===== src/rtl/alpha_trim_mean.sv =====
// Alpha-trimmed mean: sums the ranks TRIM..DN-TRIM-1 of a sorted window serially,
// then divides by the kept count with a bit-serial restoring divider (round half up).
module alpha_trim_mean #(
    parameter int DN   = 25,
    parameter int DW   = 8,
    parameter int IW   = $clog2(DN),
    parameter int TRIM = 4
) (
    input  logic             clk,
    input  logic             rst_n,
    input  logic             in_valid,
    input  logic [DW*DN-1:0] data_win,
    input  logic [IW*DN-1:0] seq_sorted,
    output logic             busy,
    output logic [DW-1:0]    mean_out,
    output logic             mean_valid
);
    localparam int K   = DN - 2*TRIM;
    localparam int SW  = DW + $clog2(DN) + 1;
    localparam int RW  = $clog2(K) + 1;
    localparam int SCW = $clog2(SW);

    localparam logic [IW-1:0]  CNT_FIRST = IW'(TRIM);
    localparam logic [IW-1:0]  CNT_LAST  = IW'(DN - TRIM - 1);
    localparam logic [SCW-1:0] STEP_LAST = SCW'(SW - 1);
    localparam logic [RW-1:0]  K_R       = RW'(K);
    localparam logic [SW-1:0]  BIAS      = SW'(K >> 1);

    generate
        if (2*TRIM >= DN) begin : g_bad_trim
            $error("alpha_trim_mean: 2*TRIM must be smaller than DN");
        end
    endgenerate

    typedef enum logic [1:0] {IDLE, ACCUM, DIV} state_t;

    state_t             state;
    logic [DW*DN-1:0]   data_r;
    logic [IW*DN-1:0]   seq_r;
    logic [IW-1:0]      cnt;
    logic [SCW-1:0]     step;
    logic [SW-1:0]      sum;   // accumulator, then dividend/quotient shift register
    logic [RW-1:0]      rem;

    logic [IW-1:0]      sel_idx;
    logic [DW-1:0]      sample;
    logic [RW-1:0]      rem_sh;
    logic               rem_ge;

    // rem < K always, so dropping its MSB before the shift never loses a bit
    always_comb begin
        sel_idx = seq_r[int'(cnt)*IW +: IW];
        sample  = '0;
        if (int'(sel_idx) < DN)
            sample = data_r[int'(sel_idx)*DW +: DW];
        rem_sh  = {rem[RW-2:0], sum[SW-1]};
        rem_ge  = (rem_sh >= K_R);
    end

    always_ff @(posedge clk or negedge rst_n) begin
        if (!rst_n) begin
            state      <= IDLE;
            data_r     <= '0;
            seq_r      <= '0;
            cnt        <= '0;
            step       <= '0;
            sum        <= '0;
            rem        <= '0;
            busy       <= 1'b0;
            mean_out   <= '0;
            mean_valid <= 1'b0;
        end else begin
            mean_valid <= 1'b0;
            case (state)
                IDLE: begin
                    if (in_valid) begin
                        data_r <= data_win;
                        seq_r  <= seq_sorted;
                        cnt    <= CNT_FIRST;
                        sum    <= BIAS;
                        rem    <= '0;
                        busy   <= 1'b1;
                        state  <= ACCUM;
                    end
                end
                ACCUM: begin
                    sum <= sum + {{(SW-DW){1'b0}}, sample};
                    cnt <= cnt + IW'(1);
                    if (cnt == CNT_LAST) begin
                        step  <= '0;
                        state <= DIV;
                    end
                end
                DIV: begin
                    rem  <= rem_ge ? rem_sh - K_R : rem_sh;
                    sum  <= {sum[SW-2:0], rem_ge};
                    step <= step + SCW'(1);
                    if (step == STEP_LAST) begin
                        mean_out   <= {sum[DW-2:0], rem_ge};
                        mean_valid <= 1'b1;
                        busy       <= 1'b0;
                        state      <= IDLE;
                    end
                end
                default: state <= IDLE;
            endcase
        end
    end
endmodule


===== config.mk =====
export PLATFORM = sky130hd
export DESIGN_NAME = alpha_trim_mean
export DESIGN_NICKNAME = d
export VERILOG_FILES = /design/src/rtl/alpha_trim_mean.sv
export SDC_FILE = /design/constraint.sdc
export NUM_CORES = 1
export LEC_CHECK = 0
export CAP_MARGIN = 20
export CORE_ASPECT_RATIO = 1.25
export CORE_MARGIN = 5
export CORE_UTILIZATION = 35
export DETAILED_ROUTE_END_ITERATION = 7
export PLACE_DENSITY_LB_ADDON = 0.25
export SLEW_MARGIN = 20
export SYNTH_ARGS = -nofsm -noshare
export SYNTH_HDL_FRONTEND = slang
export SYNTH_SLANG_ARGS = --single-unit
export TNS_END_PERCENT = 5

===== constraint.sdc =====
create_clock -name clk -period 6.2 [get_ports clk]
set_clock_uncertainty 0.1 [all_clocks]
set_input_delay 0.93 -clock clk [delete_from_list [all_inputs] [get_ports clk]]
set_output_delay 0.93 -clock clk [all_outputs]
set_load 0.1 [all_outputs]

==> results.py, run 1 <==
metrics = {
    "worst_setup_path": {
        "cp_max_fo": 43,
        "endpoint_kind": "register",
        "critical_path_class": "reg2reg",
        "critPathLaunch": "cnt[0]$_DFFE_PN0P_",
        "r2r-start": "cnt[0]$_DFFE_PN0P_",
        "critPathLaunchType": "register",
        "rr_endpoint": "sum[13]$_DFFE_PN0P_",
        "cp.arrival_ns": 5.97,
        "worstPathRequired_ns": 6.54,
        "worstRegToRegCells": 20,
        "r2r_setup_slack_ns": 0.57,
    },
    "worst_hold_path": {
        "timing.hold.worst.class": "in2async",
    },
    "timing": {
        "setup_viol": 0,
        "final_hold_viol_count": 0,
        "fmax_mhz": 178,
        "period_minus_slack_ns": 5.63,
        "rsz0062_at_grt": "false",
        "slew_violations": 0,
        "fin_crit_sh": 0.908,
        "tns_ns": 0,
        "worst_pin_slew_ns": 1.05,
        "slew_headroom": 0.299,
    },
    "grt": {
        "grt_pass1_wl_um": 77200,
        "grt_max_degree": 181,
        "grt_pass1_vias": 12629,
        "gr-total-overflow": 0,
        "antenna_found_initial": 7,
        "track_usage": 0.185,
    },
    "floorplan": {
        "rows": 90,
        "die_h_um": 258,
        "chipWidth_um": 208,
        "core-area_mm2": 0.0484,
        "dieArea_mm2": 0.0537,
        "ios": 338,
        "initial_core_util": 0.355,
    },
    "drt": {
        "finalWirelength_um": 50900,
        "wire_per_inst_um": 22.3,
        "drc": 0,
        "drtIter0Drc": 666,
        "drt-vias-per-instance": 5.15,
        "vias": 11749,
        "drtAntennaViolNets": 0,
        "firstDrtPassIters": 5,
    },
    "synthesis": {
        "ys_ff_latch": 365,
        "syn-num-nets": 1623,
        "syn_avg_cell_area_um2": 13.5,
        "netlist_instances": 1277,
        "synth-edff-count": 0,
        "async_flop_share": 1.00,
        "ys.flop_type": "dfrtp_1",
        "yosys_warnings": 0,
        "synth-seq-area-share": 0.531,
        "syn_area_mm2": 0.0172,
        "yosysUniqueCellTypes": 58,
    },
    "clock_network": {
        "cts_made_buffers": 42,
        "cts.sinks": 365,
        "htreeDepth": 2,
        "path_clk_slew_ns": 0.06,
        "clk_latency_ns": 0.56,
        "root_buffer": "clkbuf_16",
        "cts_tree": "built",
        "post_cts.repair.setup_buffers": 0,
        "cts_buffer_depth": 3,
    },
    "power_and_ir_drop": {
        "p_int_uw": 8580,
        "power_density_mw_per_mm2": 597,
        "p_seq_frac": 0.307,
        "clkPwrFrac": 0.203,
        "power_switching_uw": 5080,
        "combPwrFrac": 0.490,
        "p_sw_frac": 0.372,
        "p_leak_uw": 0.00959,
        "vdd_drop_max_mv": 0.289,
    },
    "placement": {
        "hpwl_um": 37800,
        "gp_congestion": 0.859,
        "io_buffers": 337,
        "dp.cells": 2198,
    },
    "finish": {
        "area_growth_pct": 33.0,
        "final_common_cell": "dfrtp_1",
        "nets": 1945,
        "fin_cells": 2281,
        "drive_gt1_frac": 0.301,
        "mostFrequentLayoutCells": "dfrtp_1 (363), mux2_2 (356), clkdlybuf4s50_1 (336), mux2i_1 (75), nand2_1 (74)",
    },
    "outcome": {
        "outcome": "complete, no violations",
    },
    "job": {
        "maxCapViolations": 0,
    },
}
power groups by stage:
stage          registers, µW  clock network, µW  logic (µW)
2_1_floorplan           3920                  0        4980
3_3_place_gp            4210                  0        6620
3_5_place_dp            4230                  0        6710
4_1_cts                 4200               2850        6740
5_1_grt                 4330               2950        7210
6_report                4190               2780        6690
state kept, by name, indices dropped and copies added (netlist names):
register,flops
mean_valid,1
seq_r,125
cnt,5
sum,14
data_r,200
state,2
rem,5
mean_out,8
step,4
busy,1
Yosys cell counts (2+ instances only):
cell / number / share of area
o21ai_0: 35 / 0.010
a2111oi_1: 2 / 0.0012
nor3b_1: 2 / 0.00087
nand4_1: 5 / 0.0018
or3_1: 2 / 0.00073
o211ai_1: 5 / 0.0022
mux4_2: 30 / 0.039
nand3b_1: 2 / 0.00087
xnor2_1: 7 / 0.0036
o21bai_1: 3 / 0.0013
buf_1: 5 / 0.0011
a211oi_1: 11 / 0.0048
a31oi_1: 11 / 0.0040
ha_1: 17 / 0.012
dfrtp_1: 365 / 0.53
nand2_1: 76 / 0.017
a22o_1: 3 / 0.0015
o311ai_0: 6 / 0.0031
o2111ai_1: 4 / 0.0020
nor2b_1: 7 / 0.0025
mux2i_1: 75 / 0.044
buf_6: 4 / 0.0026
buf_2: 6 / 0.0017
nand2b_1: 8 / 0.0029
a21oi_1: 35 / 0.010
clkbuf_1: 57 / 0.012
and2_1: 4 / 0.0015
nor2_1: 19 / 0.0041
o22ai_1: 5 / 0.0018
nand3_1: 23 / 0.0067
a21o_1: 6 / 0.0026
a221oi_1: 2 / 0.0010
a32o_1: 3 / 0.0017
xor2_1: 4 / 0.0020
inv_1: 16 / 0.0035
a22oi_1: 23 / 0.010
mux2_2: 356 / 0.23
and3_1: 6 / 0.0022
buf_4: 8 / 0.0035
metal layers:
metal | wire [µm] | global-route usage | vias up
met5 | 54 | 0 | -
met4 | 1350 | 0.0606 | 6
met3 | 2820 | 0.0393 | 68
met2 | 25600 | 0.319 | 367
met1 | 21100 | 0.233 | 5954
li1 | - | - | 5354
final cells by class:
cell class	count	area [µm²]
diodes	4	10.0
clock buffers	61	1280
clock inverters	17	289
fillers	4361	25600
inverters	16	60.1
multi-input cells	815	7660
flip-flops and latches	365	9140
well taps	644	806
repair buffers	359	3630
cell families (layout without fill, tap and decap cells):
family / Yosys count / in the layout / share of synthesized area
multiplexers: 461 / 461 / 0.316
flip-flops: 365 / 365 / 0.531
AO/OA/AOI/OAI: 163 / 163 / 0.0626
AND/OR/NAND/NOR: 162 / 162 / 0.0453
buffers and inverters: 97 / 453 / 0.0258
adder cells (fa/ha/maj): 18 / 18 / 0.0135
XOR/XNOR: 11 / 11 / 0.00560
other: 0 / 4 / 0
critical path: stages (launching register included):
cell       delay (ns)
dfrtp_2          0.54
buf_12           0.23
mux4_2           0.54
mux2i_1          0.17
o21ai_1          0.18
nand2_8          0.38
buf_4            0.37
mux2i_1          0.13
a22oi_1          0.21
a31oi_1          0.15
a2111oi_2        0.51
ha_1             0.32
a21o_1           0.15
a21oi_1          0.22
o21bai_1         0.09
a21o_1           0.20
a21oi_1          0.18
o21ai_0          0.27
a31oi_1          0.26
o21ai_0          0.10
o311ai_0         0.11
worst max path at each step:
| stage | depth (start not counted) | to |
|---|---|---|
| 2_1_floorplan | 21 | sum[12]$_DFFE_PN0P_ |
| 4_1_cts | 20 | sum[12]$_DFFE_PN0P_ |
| 6_report | 20 | sum[13]$_DFFE_PN0P_ |
| 3_5_place_dp | 20 | sum[12]$_DFFE_PN0P_ |
| 5_1_grt | 20 | sum[13]$_DFFE_PN0P_ |
| 3_3_place_gp | 20 | sum[12]$_DFFE_PN0P_ |
metrics by stage:
stage	instance area (µm²)	hold slack [ns]	worst slack, ns	total power (µW)	utilization
floorplan	17200	0.373	1.36	8900	-
global placement	21300	0.366	0.522	10800	0.439
detailed placement	21300	0.379	0.419	10900	0.439
CTS	22800	0.392	0.412	13800	0.471
global route	22900	0.140	0.150	14500	0.472
finish	22900	0.142	0.571	13700	0.472
what timing repair did:
item                       CTS  global route
gates resized for setup      0             1
hold buffers                 0             0
setup endpoints to repair    0             3
Power figures use the tool's default switching activity.
==> run 2, diff against run 1 <==
--- a/config.mk
+++ b/config.mk
@@ -11,8 +11,6 @@
 export CORE_UTILIZATION = 35
 export DETAILED_ROUTE_END_ITERATION = 7
 export PLACE_DENSITY_LB_ADDON = 0.25
-export SLEW_MARGIN = 20
 export SYNTH_ARGS = -nofsm -noshare
 export SYNTH_HDL_FRONTEND = slang
 export SYNTH_SLANG_ARGS = --single-unit
-export TNS_END_PERCENT = 5
==> results.py, run 2 (synthesis gave the netlist of run 1 again) <==
metrics = {
    "power_and_ir_drop": {
        "p_leak_uw": 0.00957,
        "power_density_mw_per_mm2": 598,
        "vdd_drop_max_mv": 0.289,
    },
    "timing": {
        "final_hold_viol_count": 0,
        "slew_headroom": 0.300,
        "worst_pin_slew_ns": 1.05,
        "slew_violations": 0,
        "period_minus_slack_ns": 5.63,
        "fmax_mhz": 178,
        "rsz0062_at_grt": "false",
        "setup_viol": 0,
        "tns_ns": 0,
        "fin_crit_sh": 0.909,
    },
    "placement": {
        "io_buffers": 337,
        "placed_cell_area_mm2": 0.0213,
        "hpwl_um": 37800,
        "gp_congestion": 0.859,
    },
    "clock_network": {
        "cts_made_buffers": 42,
        "post_cts.repair.setup_buffers": 0,
        "root_buffer": "clkbuf_16",
        "cts_resized": 0,
        "path_clk_slew_ns": 0.06,
        "cts.sinks": 365,
        "clk_latency_ns": 0.55,
        "ctsHoldBuffers": 0,
        "cts_tree": "built",
        "cts_buffer_depth": 3,
        "htreeDepth": 2,
    },
    "drt": {
        "firstDrtPassIters": 5,
        "drtAntennaViolNets": 0,
        "vias": 11748,
        "drc": 0,
        "drt-vias-per-instance": 5.15,
        "wire_per_inst_um": 22.3,
        "drtIter0Drc": 634,
        "finalWirelength_um": 50900,
    },
    "floorplan": {
        "initial_core_util": 0.355,
        "die_h_um": 258,
        "chipWidth_um": 208,
        "core-area_mm2": 0.0484,
        "ios": 338,
        "dieArea_mm2": 0.0537,
        "rows": 90,
    },
    "worst_setup_path": {
        "path_cells": "buf_12, mux4_2, mux2i_1, o21ai_1, nand2_8, buf_4, mux2i_1, a22oi_1, a31oi_1, a2111oi_2, ha_1, a21o_1, a21oi_1, o21bai_1, a21o_1, a21oi_1, o21ai_0, a31oi_1, o21ai_0, o311ai_0",
        "worstPathRequired_ns": 6.54,
        "r2r_setup_slack_ns": 0.57,
        "critPathMaxStageDelay_ns": 0.54,
        "worstRegToRegCells": 20,
        "rr_endpoint": "sum[13]$_DFFE_PN0P_",
        "endpoint_kind": "register",
        "crit_buf_inv": 2,
        "cp_max_fo": 43,
        "r2r-start": "cnt[0]$_DFFE_PN0P_",
        "cp.arrival_ns": 5.97,
        "crit_path_top_delay_cell": "dfrtp_2",
        "critPathLaunchType": "register",
        "crit_cells": 20,
        "critical_path_class": "reg2reg",
        "critical-path-top-delay-family": "compound AO/OA/AOI/OAI gates",
    },
    "grt": {
        "track_usage": 0.185,
        "gr-total-overflow": 0,
        "antenna_found_initial": 7,
        "grt_max_degree": 181,
        "grt_pass1_vias": 12629,
        "grt_pass1_wl_um": 77200,
    },
    "job": {
        "maxCapViolations": 0,
    },
    "finish": {
        "nets": 1944,
        "drive_gt1_frac": 0.301,
        "fillCellCount": 4361,
        "top_regs": "data_r (200), seq_r (125), sum (14)",
        "top_register": "data_r",
        "largest_reg_flops": 200,
        "final_core_util": 0.472,
        "mostFrequentLayoutCells": "dfrtp_1 (363), mux2_2 (356), clkdlybuf4s50_1 (336), mux2i_1 (75), nand2_1 (74)",
        "fin_area_mm2": 0.0228,
        "area_growth_pct": 32.8,
        "final_common_cell": "dfrtp_1",
    },
    "outcome": {
        "outcome": "complete, no violations",
    },
    "worst_hold_path": {
        "timing.hold.worst.class": "in2async",
    },
}
==> run 2: cell types whose count changed in the layout (fill, tap and decap cells not counted), sizes merged <==
| cell | change |
|---|---|
| buf | -1 |
| diode | +1 |
==> run 2: layout make-up <==
cell class / instances / area (µm²) / share of cell area
flip-flops and latches: 365 / 9140 / 0.400
well taps: 644 / 806 / 0.0353
clock buffers: 61 / 1280 / 0.0559
multi-input cells: 815 / 7660 / 0.336
diodes: 5 / 12.5 / 0.000548
repair buffers: 358 / 3600 / 0.158
clock inverters: 17 / 289 / 0.0127
inverters: 16 / 60.1 / 0.00263
==> run 2: layer usage <==
metal	GRT usage	routed length, µm	vias to the layer above
met5	0	54	-
met4	0.0606	1360	6
met3	0.0393	2920	69
met2	0.319	25500	365
met1	0.233	21000	5956
li1	-	-	5352
==> run 2: how the worst max path moves through the flow <==
stage / start / endpoint
floorplan: cnt[0]$_DFFE_PN0P_ / sum[12]$_DFFE_PN0P_
global placement: cnt[0]$_DFFE_PN0P_ / sum[12]$_DFFE_PN0P_
detailed placement: cnt[0]$_DFFE_PN0P_ / sum[12]$_DFFE_PN0P_
CTS: cnt[0]$_DFFE_PN0P_ / sum[12]$_DFFE_PN0P_
global route: cnt[0]$_DFFE_PN0P_ / sum[13]$_DFFE_PN0P_
finish: cnt[0]$_DFFE_PN0P_ / sum[13]$_DFFE_PN0P_
==> run 2: metrics by stage <==
step / hold slack [ns] / setup slack, ns / cells / power (µW)
2_1_floorplan: 0.373 / 1.36 / 1277 / 8900
3_3_place_gp: 0.366 / 0.522 / 2198 / 10800
3_5_place_dp: 0.379 / 0.419 / 2198 / 10900
4_1_cts: 0.392 / 0.412 / 2276 / 13800
5_1_grt: 0.411 / 0.150 / 2277 / 14500
6_report: 0.378 / 0.566 / 2281 / 13700
==> run 2: report_power, final <==
group	total [µW]	switching (µW)	internal, µW
registers	4190	665	3520
clock network	2770	1010	1760
logic	6690	3400	3290
total	13700	5080	8570
